<file path="src/rtl/lsu_sequencer_if.sv">
// Bundle of the core, serialiser and memory-handshake signals around the load/store sequencer.
// master = core/serialiser/memory side, slave = the sequencer itself.
interface lsu_sequencer_if;
  logic       start;
  logic       is_store;
  logic [2:0] func;
  logic       addr_bit;
  logic       mem_misaligned;
  logic       mem_ack;
  logic [4:0] bit_pos;
  logic       ser_mode;
  logic       bit_valid;
  logic       mem_req;
  logic       mem_we;
  logic [3:0] mem_be;
  logic       busy;
  logic       done;
  logic       trap_misaligned;
  logic       bus_error;

  modport master (
    output start, is_store, func, addr_bit, mem_misaligned, mem_ack,
    input  bit_pos, ser_mode, bit_valid, mem_req, mem_we, mem_be,
           busy, done, trap_misaligned, bus_error
  );

  modport slave (
    input  start, is_store, func, addr_bit, mem_misaligned, mem_ack,
    output bit_pos, ser_mode, bit_valid, mem_req, mem_we, mem_be,
           busy, done, trap_misaligned, bus_error
  );
endinterface

</file>
<file path="src/rtl/lsu_sequencer.sv">
// Load/store sequencer: shifts in the serial address, issues one word-wide memory request
// and drives the bit-serial data phase, reporting done / misaligned trap / bus timeout.
module lsu_sequencer #(
  parameter int unsigned ADDR_BITS = 12,
  parameter int unsigned TIMEOUT   = 15
) (
  input logic           clk,
  input logic           reset,
  lsu_sequencer_if.slave bus
);

  typedef enum logic [2:0] {
    IDLE, ADDR, CHECK, SHIFT_W, REQ, SHIFT_R
  } state_e;

  localparam logic [4:0] ADDR_LAST = 5'(ADDR_BITS - 1);
  localparam logic [7:0] WAIT_LAST = 8'(TIMEOUT);

  state_e     state_q;
  logic [4:0] bit_pos_q;
  logic [7:0] wait_q;
  logic       ser_mode_q, bit_valid_q;
  logic       mem_req_q, mem_we_q;
  logic [3:0] mem_be_q;
  logic       busy_q, done_q, trap_q, bus_error_q;
  logic       is_store_q;
  logic [1:0] size_q;
  logic       a0_q, a1_q;

  logic [3:0] mem_be_d;
  logic [4:0] shift_last;

  // Sign/zero fill of loads is done in the serialiser, so the unsigned flag is not needed here.
  logic unused_func_sign;
  assign unused_func_sign = bus.func[2];

  always_comb begin
    mem_be_d   = 4'b1111;
    shift_last = 5'd31;
    unique case (size_q)
      2'b00: begin
        mem_be_d   = 4'b0001 << {a1_q, a0_q};
        shift_last = 5'd7;
      end
      2'b01: begin
        mem_be_d   = a1_q ? 4'b1100 : 4'b0011;
        shift_last = 5'd15;
      end
      default: ;
    endcase
  end

  // NOTE: every register here is state, so only non-blocking assignments are used; the three
  // status pulses default low each cycle and are raised only on the edge that ends an access.
  always_ff @(posedge clk) begin
    if (reset) begin
      state_q     <= IDLE;
      bit_pos_q   <= '0;
      wait_q      <= '0;
      ser_mode_q  <= 1'b0;
      bit_valid_q <= 1'b0;
      mem_req_q   <= 1'b0;
      mem_we_q    <= 1'b0;
      mem_be_q    <= '0;
      busy_q      <= 1'b0;
      done_q      <= 1'b0;
      trap_q      <= 1'b0;
      bus_error_q <= 1'b0;
      is_store_q  <= 1'b0;
      size_q      <= '0;
      a0_q        <= 1'b0;
      a1_q        <= 1'b0;
    end else begin
      done_q      <= 1'b0;
      trap_q      <= 1'b0;
      bus_error_q <= 1'b0;
      unique case (state_q)
        IDLE: begin
          if (bus.start) begin
            state_q    <= ADDR;
            busy_q     <= 1'b1;
            ser_mode_q <= 1'b1;
            bit_pos_q  <= '0;
            is_store_q <= bus.is_store;
            size_q     <= bus.func[1:0];
          end
        end
        ADDR: begin
          if (bit_pos_q == 5'd0) a0_q <= bus.addr_bit;
          if (bit_pos_q == 5'd1) a1_q <= bus.addr_bit;
          if (bit_pos_q == ADDR_LAST) state_q   <= CHECK;
          else                        bit_pos_q <= bit_pos_q + 5'd1;
        end
        CHECK: begin
          ser_mode_q <= 1'b0;
          bit_pos_q  <= '0;
          if (bus.mem_misaligned) begin
            state_q <= IDLE;
            busy_q  <= 1'b0;
            trap_q  <= 1'b1;
          end else if (is_store_q) begin
            state_q     <= SHIFT_W;
            bit_valid_q <= 1'b1;
          end else begin
            state_q   <= REQ;
            mem_req_q <= 1'b1;
            mem_we_q  <= 1'b0;
            mem_be_q  <= mem_be_d;
            wait_q    <= '0;
          end
        end
        SHIFT_W: begin
          if (bit_pos_q == shift_last) begin
            state_q     <= REQ;
            bit_valid_q <= 1'b0;
            bit_pos_q   <= '0;
            mem_req_q   <= 1'b1;
            mem_we_q    <= 1'b1;
            mem_be_q    <= mem_be_d;
            wait_q      <= '0;
          end else begin
            bit_pos_q <= bit_pos_q + 5'd1;
          end
        end
        REQ: begin
          // An ack on the same cycle the counter reaches the limit still completes the access.
          if (bus.mem_ack) begin
            mem_req_q <= 1'b0;
            mem_we_q  <= 1'b0;
            mem_be_q  <= '0;
            if (is_store_q) begin
              state_q <= IDLE;
              busy_q  <= 1'b0;
              done_q  <= 1'b1;
            end else begin
              state_q     <= SHIFT_R;
              bit_valid_q <= 1'b1;
              bit_pos_q   <= '0;
            end
          end else if (wait_q == WAIT_LAST) begin
            state_q     <= IDLE;
            busy_q      <= 1'b0;
            bus_error_q <= 1'b1;
            mem_req_q   <= 1'b0;
            mem_we_q    <= 1'b0;
            mem_be_q    <= '0;
          end else begin
            wait_q <= wait_q + 8'd1;
          end
        end
        SHIFT_R: begin
          if (bit_pos_q == 5'd31) begin
            state_q     <= IDLE;
            busy_q      <= 1'b0;
            done_q      <= 1'b1;
            bit_valid_q <= 1'b0;
            bit_pos_q   <= '0;
          end else begin
            bit_pos_q <= bit_pos_q + 5'd1;
          end
        end
        default: state_q <= IDLE;
      endcase
    end
  end

  assign bus.bit_pos         = bit_pos_q;
  assign bus.ser_mode        = ser_mode_q;
  assign bus.bit_valid       = bit_valid_q;
  assign bus.mem_req         = mem_req_q;
  assign bus.mem_we          = mem_we_q;
  assign bus.mem_be          = mem_be_q;
  assign bus.busy            = busy_q;
  assign bus.done            = done_q;
  assign bus.trap_misaligned = trap_q;
  assign bus.bus_error       = bus_error_q;

endmodule

</file>
<file path="src/flat_wrapper.sv">
// flat-port wrapper written by rule: the top's interface ports become plain ports
module lsu_sequencer_flat 
#(
  parameter int unsigned ADDR_BITS = 12,
  parameter int unsigned TIMEOUT   = 15
)
  (clk, reset, bus_start, bus_is_store, bus_func, bus_addr_bit, bus_mem_misaligned, bus_mem_ack, bus_bit_pos, bus_ser_mode, bus_bit_valid, bus_mem_req, bus_mem_we, bus_mem_be, bus_busy, bus_done, bus_trap_misaligned, bus_bus_error);
  lsu_sequencer_if bus_i ();
  input logic clk;
  input logic reset;
  input wire logic [$bits(bus_i.start)-1:0] bus_start;
  input wire logic [$bits(bus_i.is_store)-1:0] bus_is_store;
  input wire logic [$bits(bus_i.func)-1:0] bus_func;
  input wire logic [$bits(bus_i.addr_bit)-1:0] bus_addr_bit;
  input wire logic [$bits(bus_i.mem_misaligned)-1:0] bus_mem_misaligned;
  input wire logic [$bits(bus_i.mem_ack)-1:0] bus_mem_ack;
  output wire logic [$bits(bus_i.bit_pos)-1:0] bus_bit_pos;
  output wire logic [$bits(bus_i.ser_mode)-1:0] bus_ser_mode;
  output wire logic [$bits(bus_i.bit_valid)-1:0] bus_bit_valid;
  output wire logic [$bits(bus_i.mem_req)-1:0] bus_mem_req;
  output wire logic [$bits(bus_i.mem_we)-1:0] bus_mem_we;
  output wire logic [$bits(bus_i.mem_be)-1:0] bus_mem_be;
  output wire logic [$bits(bus_i.busy)-1:0] bus_busy;
  output wire logic [$bits(bus_i.done)-1:0] bus_done;
  output wire logic [$bits(bus_i.trap_misaligned)-1:0] bus_trap_misaligned;
  output wire logic [$bits(bus_i.bus_error)-1:0] bus_bus_error;
  assign bus_i.start = bus_start;
  assign bus_i.is_store = bus_is_store;
  assign bus_i.func = bus_func;
  assign bus_i.addr_bit = bus_addr_bit;
  assign bus_i.mem_misaligned = bus_mem_misaligned;
  assign bus_i.mem_ack = bus_mem_ack;
  assign bus_bit_pos = bus_i.bit_pos;
  assign bus_ser_mode = bus_i.ser_mode;
  assign bus_bit_valid = bus_i.bit_valid;
  assign bus_mem_req = bus_i.mem_req;
  assign bus_mem_we = bus_i.mem_we;
  assign bus_mem_be = bus_i.mem_be;
  assign bus_busy = bus_i.busy;
  assign bus_done = bus_i.done;
  assign bus_trap_misaligned = bus_i.trap_misaligned;
  assign bus_bus_error = bus_i.bus_error;
  lsu_sequencer #(.ADDR_BITS(ADDR_BITS), .TIMEOUT(TIMEOUT)) u_core (.clk(clk), .reset(reset), .bus(bus_i));
endmodule
</file>
<file path="config.mk">
export PLATFORM = sky130hd
export DESIGN_NAME = lsu_sequencer_flat
export DESIGN_NICKNAME = d
export VERILOG_FILES = /design/src/rtl/lsu_sequencer_if.sv /design/src/rtl/lsu_sequencer.sv /design/src/flat_wrapper.sv
export SDC_FILE = /design/constraint.sdc
export NUM_CORES = 1
export LEC_CHECK = 0
export ABC_AREA = 1
export BUFFER_PORTS_ARGS = -buffer_cell sky130_fd_sc_hd__buf_2
export CORE_UTILIZATION = 51
export DETAILED_ROUTE_END_ITERATION = 12
export PLACE_DENSITY = 0.8
export SLEW_MARGIN = 20
export SYNTH_ARGS = -nofsm -noshare
export SYNTH_HDL_FRONTEND = slang
export SYNTH_SLANG_ARGS = --single-unit
</file>
<file path="constraint.sdc">
create_clock -name clk -period 2.21 [get_ports clk]
set_input_delay 0.442 -clock clk [delete_from_list [all_inputs] [get_ports clk]]
set_output_delay 0.442 -clock clk [all_outputs]
set_load 0.05 [all_outputs]
</file>
==> metrics.md <==
| Metric | Value |
|---|---|
| Filler cell count | 343 |
| Initial antenna violation count | 0 |
| Max_cap viols | 0 |
| Nets | 333 |
| Uppermost layer routed | met4 |
| Setup CP Type | flop to flop |
| Diode count | 0 |
| Synth warn | 0 |
| Deepest clock path buffer count | 2 |
| CTS HTree Levels | 2 |
| DR iter-0 viols | 175 |
| Hold buffer count at CTS | 0 |
| PwrDens | 1210 mW/mm² |
| Area growth syn-to-layout | 13.9% |
| Vias per Instance | 5.31 |
| DIE HEIGHT | 63.5 µm |
| Leakage power | 0.986 nW |
| RSZ-0062 raised after global routing | false |
| Met3 WL post-DR | 226 µm |
| Vias in the first global route | 1786 |
| Worst setup EP type | flop |
| Post-synth top flop | dfxtp_1 |
| Max Clock Freq | 527 MHz |
| CTS clk-pin slew, worst paths | 0.07 ns |
| Status | finished, final reports clean |
| Total Power | 2.66 mW |
| CTS Root Cell | clkbuf_8 |
| Most frequent CP cell | nand2_1 |
| Buffers added on ports | 25 |
| Number of distinct library cells after synthesis | 27 |
| Net Sw Power | 1.18 mW |
| First-pass GRT wire length | 7.87 mm |
| CP max stage cell | dfxtp_1 |
| Synth Cell Area | 0.00193 mm² |
| Met2 WL post-DR | 2.05 mm |
| Clock Sinks | 33 |
| Worst path max stage delay | 0.42 ns |
| Min cycle time layout | 1.90 ns |
| Leading area contributor after synthesis | dfxtp_1 |
| Net Sw Frac | 0.443 |
| Gpl congestion | 0.888 |
| Final HPWL DP | 3.23 mm |
| DR WL/cell | 12.5 µm |
| Final setup TNS | 0 ns |
| Die width | 63.5 µm |
| Number of flops mapped to enable cells by yosys | 0 |
| Max transition margin | 0.711 |
| CTS tree | yes |
| Seq pwr share | 0.317 |
| Synth Net Count | 308 |
| Global route overflow | 0 |
| Final Max Slew Viols | 0 |
| Area of the die | 0.00404 mm² |
| CTS resizes | 0 |
| Clock latency on the worst-skew pair | 0.29 ns |
| Crit path cell chain | ha_1 > nand2_1 > nor2_1 > ha_1 > inv_1 > nand4_1 > nand3_1 > nor3_1 > nand2_1 > nand2_1 > inv_1 |
| Cell with the most instances after synthesis | nand2_1 |
| Synth area leaders | dfxtp_1, nand2_1, a21oi_1, nor2_1, inv_1 |
| Seq/Total Area, Yosys | 0.342 |
| Gate Count Post-Synth | 293 |
| CTS buffer count | 5 |
| Clk_skew | 0.00614 ns |
| Clk pwr share | 0.259 |
| Final wirelength | 4.57 mm |
| Ys async rst share | 0 |
| M1 wire length | 2.23 mm |
| Worst EP required | 2.41 ns |
| Logic gate share of total power | 0.424 |
| Int Pwr | 1.48 mW |
| Crit path launch type | flop |
| Post-route DRC | 0 |
| Final worst-path cycle share | 0.859 |
| Worst Hold Class | primary input to flop |
| FF+latch count, synth | 33 |
| Layout cells sized above 1 | 0.185 |
| Worst EP arrival | 2.10 ns |
| Fin. Hold Viols | 0 |
| Top cell type's share of synthesized area | 0.342 |
| Pin count of the biggest net entering global routing | 23 |
| Vias | 1939 |
| Rows | 21 |
| Max FO, Critical Path | 6 |
| Initial Util | 0.557 |
| Avg Inst Size Synth | 6.59 µm² |
| Largest vdd supply drop | 0.000560 V |
| DRT Pass-1 Iters | 5 |
| Post-CTS Setup Inserts | 0 |
| Slew @ Worst Pin | 0.433 ns |
| Final setup violation count | 0 |
| Synth cell count leaders | nand2_1, nor2_1, dfxtp_1 |
| Total Routing Usage GR | 0.247 |
| Antenna viol nets, final | 0 |
| I/O Pins | 27 |
| Core area | 0.00347 mm² |
[power by group through the flow]
stage                     Combinational, mW  Sequential, mW  Clock (mW)
final                                  1.13           0.844       0.688
after global routing                   1.25           0.864       0.725
after CTS                              1.12           0.842       0.696
after detailed placement               1.11           0.855           0
after global placement                 1.09           0.850           0
after floorplan                       0.735            1.01           0
[layer usage]
layer	track usage	vias to the layer above
met2	0.384	45
li1	-	1006
met5	0	-
met4	0.0852	0
met3	0.0562	8
met1	0.331	880
[final timing paths]
| kind | cells after the start | slack [ns] | startpoint | to |
|---|---|---|---|---|
| hold / removal | 3 | 0.41 | bus_func[0] | u_core.size_q[0]$_SDFFE_PP0P_ |
| hold reg to reg | 2 | 0.46 | u_core.bus.mem_be[2]$_SDFFE_PP0P_ | u_core.bus.mem_be[2]$_SDFFE_PP0P_ |
| setup / recovery | 11 | 0.31 | u_core.bus.bit_pos[0]$_SDFFE_PP0P_ | u_core.state_q[0]$_SDFFE_PP0P_ |
| setup reg to reg | 11 | 0.31 | u_core.bus.bit_pos[0]$_SDFFE_PP0P_ | u_core.state_q[0]$_SDFFE_PP0P_ |
[sequential cells by signal (all words and copies together), names as in the netlist, 2 cells and up]
register / count
u_core.wait_q: 8
u_core.bus.bit_pos: 5
u_core.bus.mem_be: 4
u_core.state_q: 3
u_core.size_q: 2
[logic make-up after synthesis]
kind of cell,share of synthesized area
fa+ha+maj,0.0324
compound gates,0.144
xor+xnor,0.00453
buf+inv,0.0991
flops,0.342
simple gates,0.378
[critical path: cells and delay by family, from the launching register on]
family	cells	cell delay, ns
flip-flops	1	0.42
adder cells (fa/ha/maj)	2	0.42
AND/OR/NAND/NOR	7	0.88
buffers and inverters	2	0.08
[cell type report]
class	count	area, µm²	share of cell area
inverters	36	135	0.0614
multi-input cells	216	1080	0.491
clock inverters	3	65.1	0.0296
flip-flops and latches	33	661	0.300
repair buffers	26	133	0.0603
clock buffers	5	68.8	0.0313
well taps	46	57.6	0.0262
[through the flow]
| step | hold slack (ns) | setup slack (ns) | area, µm² | instances | util |
|---|---|---|---|---|---|
| floorplan | 0.444 | 0.176 | 1930 | 293 | - |
| global placement | 0.448 | 0.396 | 2070 | 357 | 0.596 |
| detailed placement | 0.452 | 0.354 | 2070 | 357 | 0.596 |
| CTS | 0.409 | 0.344 | 2200 | 365 | 0.634 |
| global route | 0.434 | 0.169 | 2200 | 365 | 0.634 |
| finish | 0.414 | 0.312 | 2200 | 365 | 0.634 |
[layout by cell type (no fill, tap or decap), drive strengths merged]
cell type	instances
nand2	69
nor2	43
inv	36
dfxtp	33
a21oi	29
buf	26
nand3	26
o21ai	19
nand4	13
nor3	6
ha	5
clkbuf	5
bufinv	2
o21bai	1
xnor2	1
nor4	1
o21a	1
or2	1
o211ai	1
clkinv	1
(Power assumes the default switching activity.)
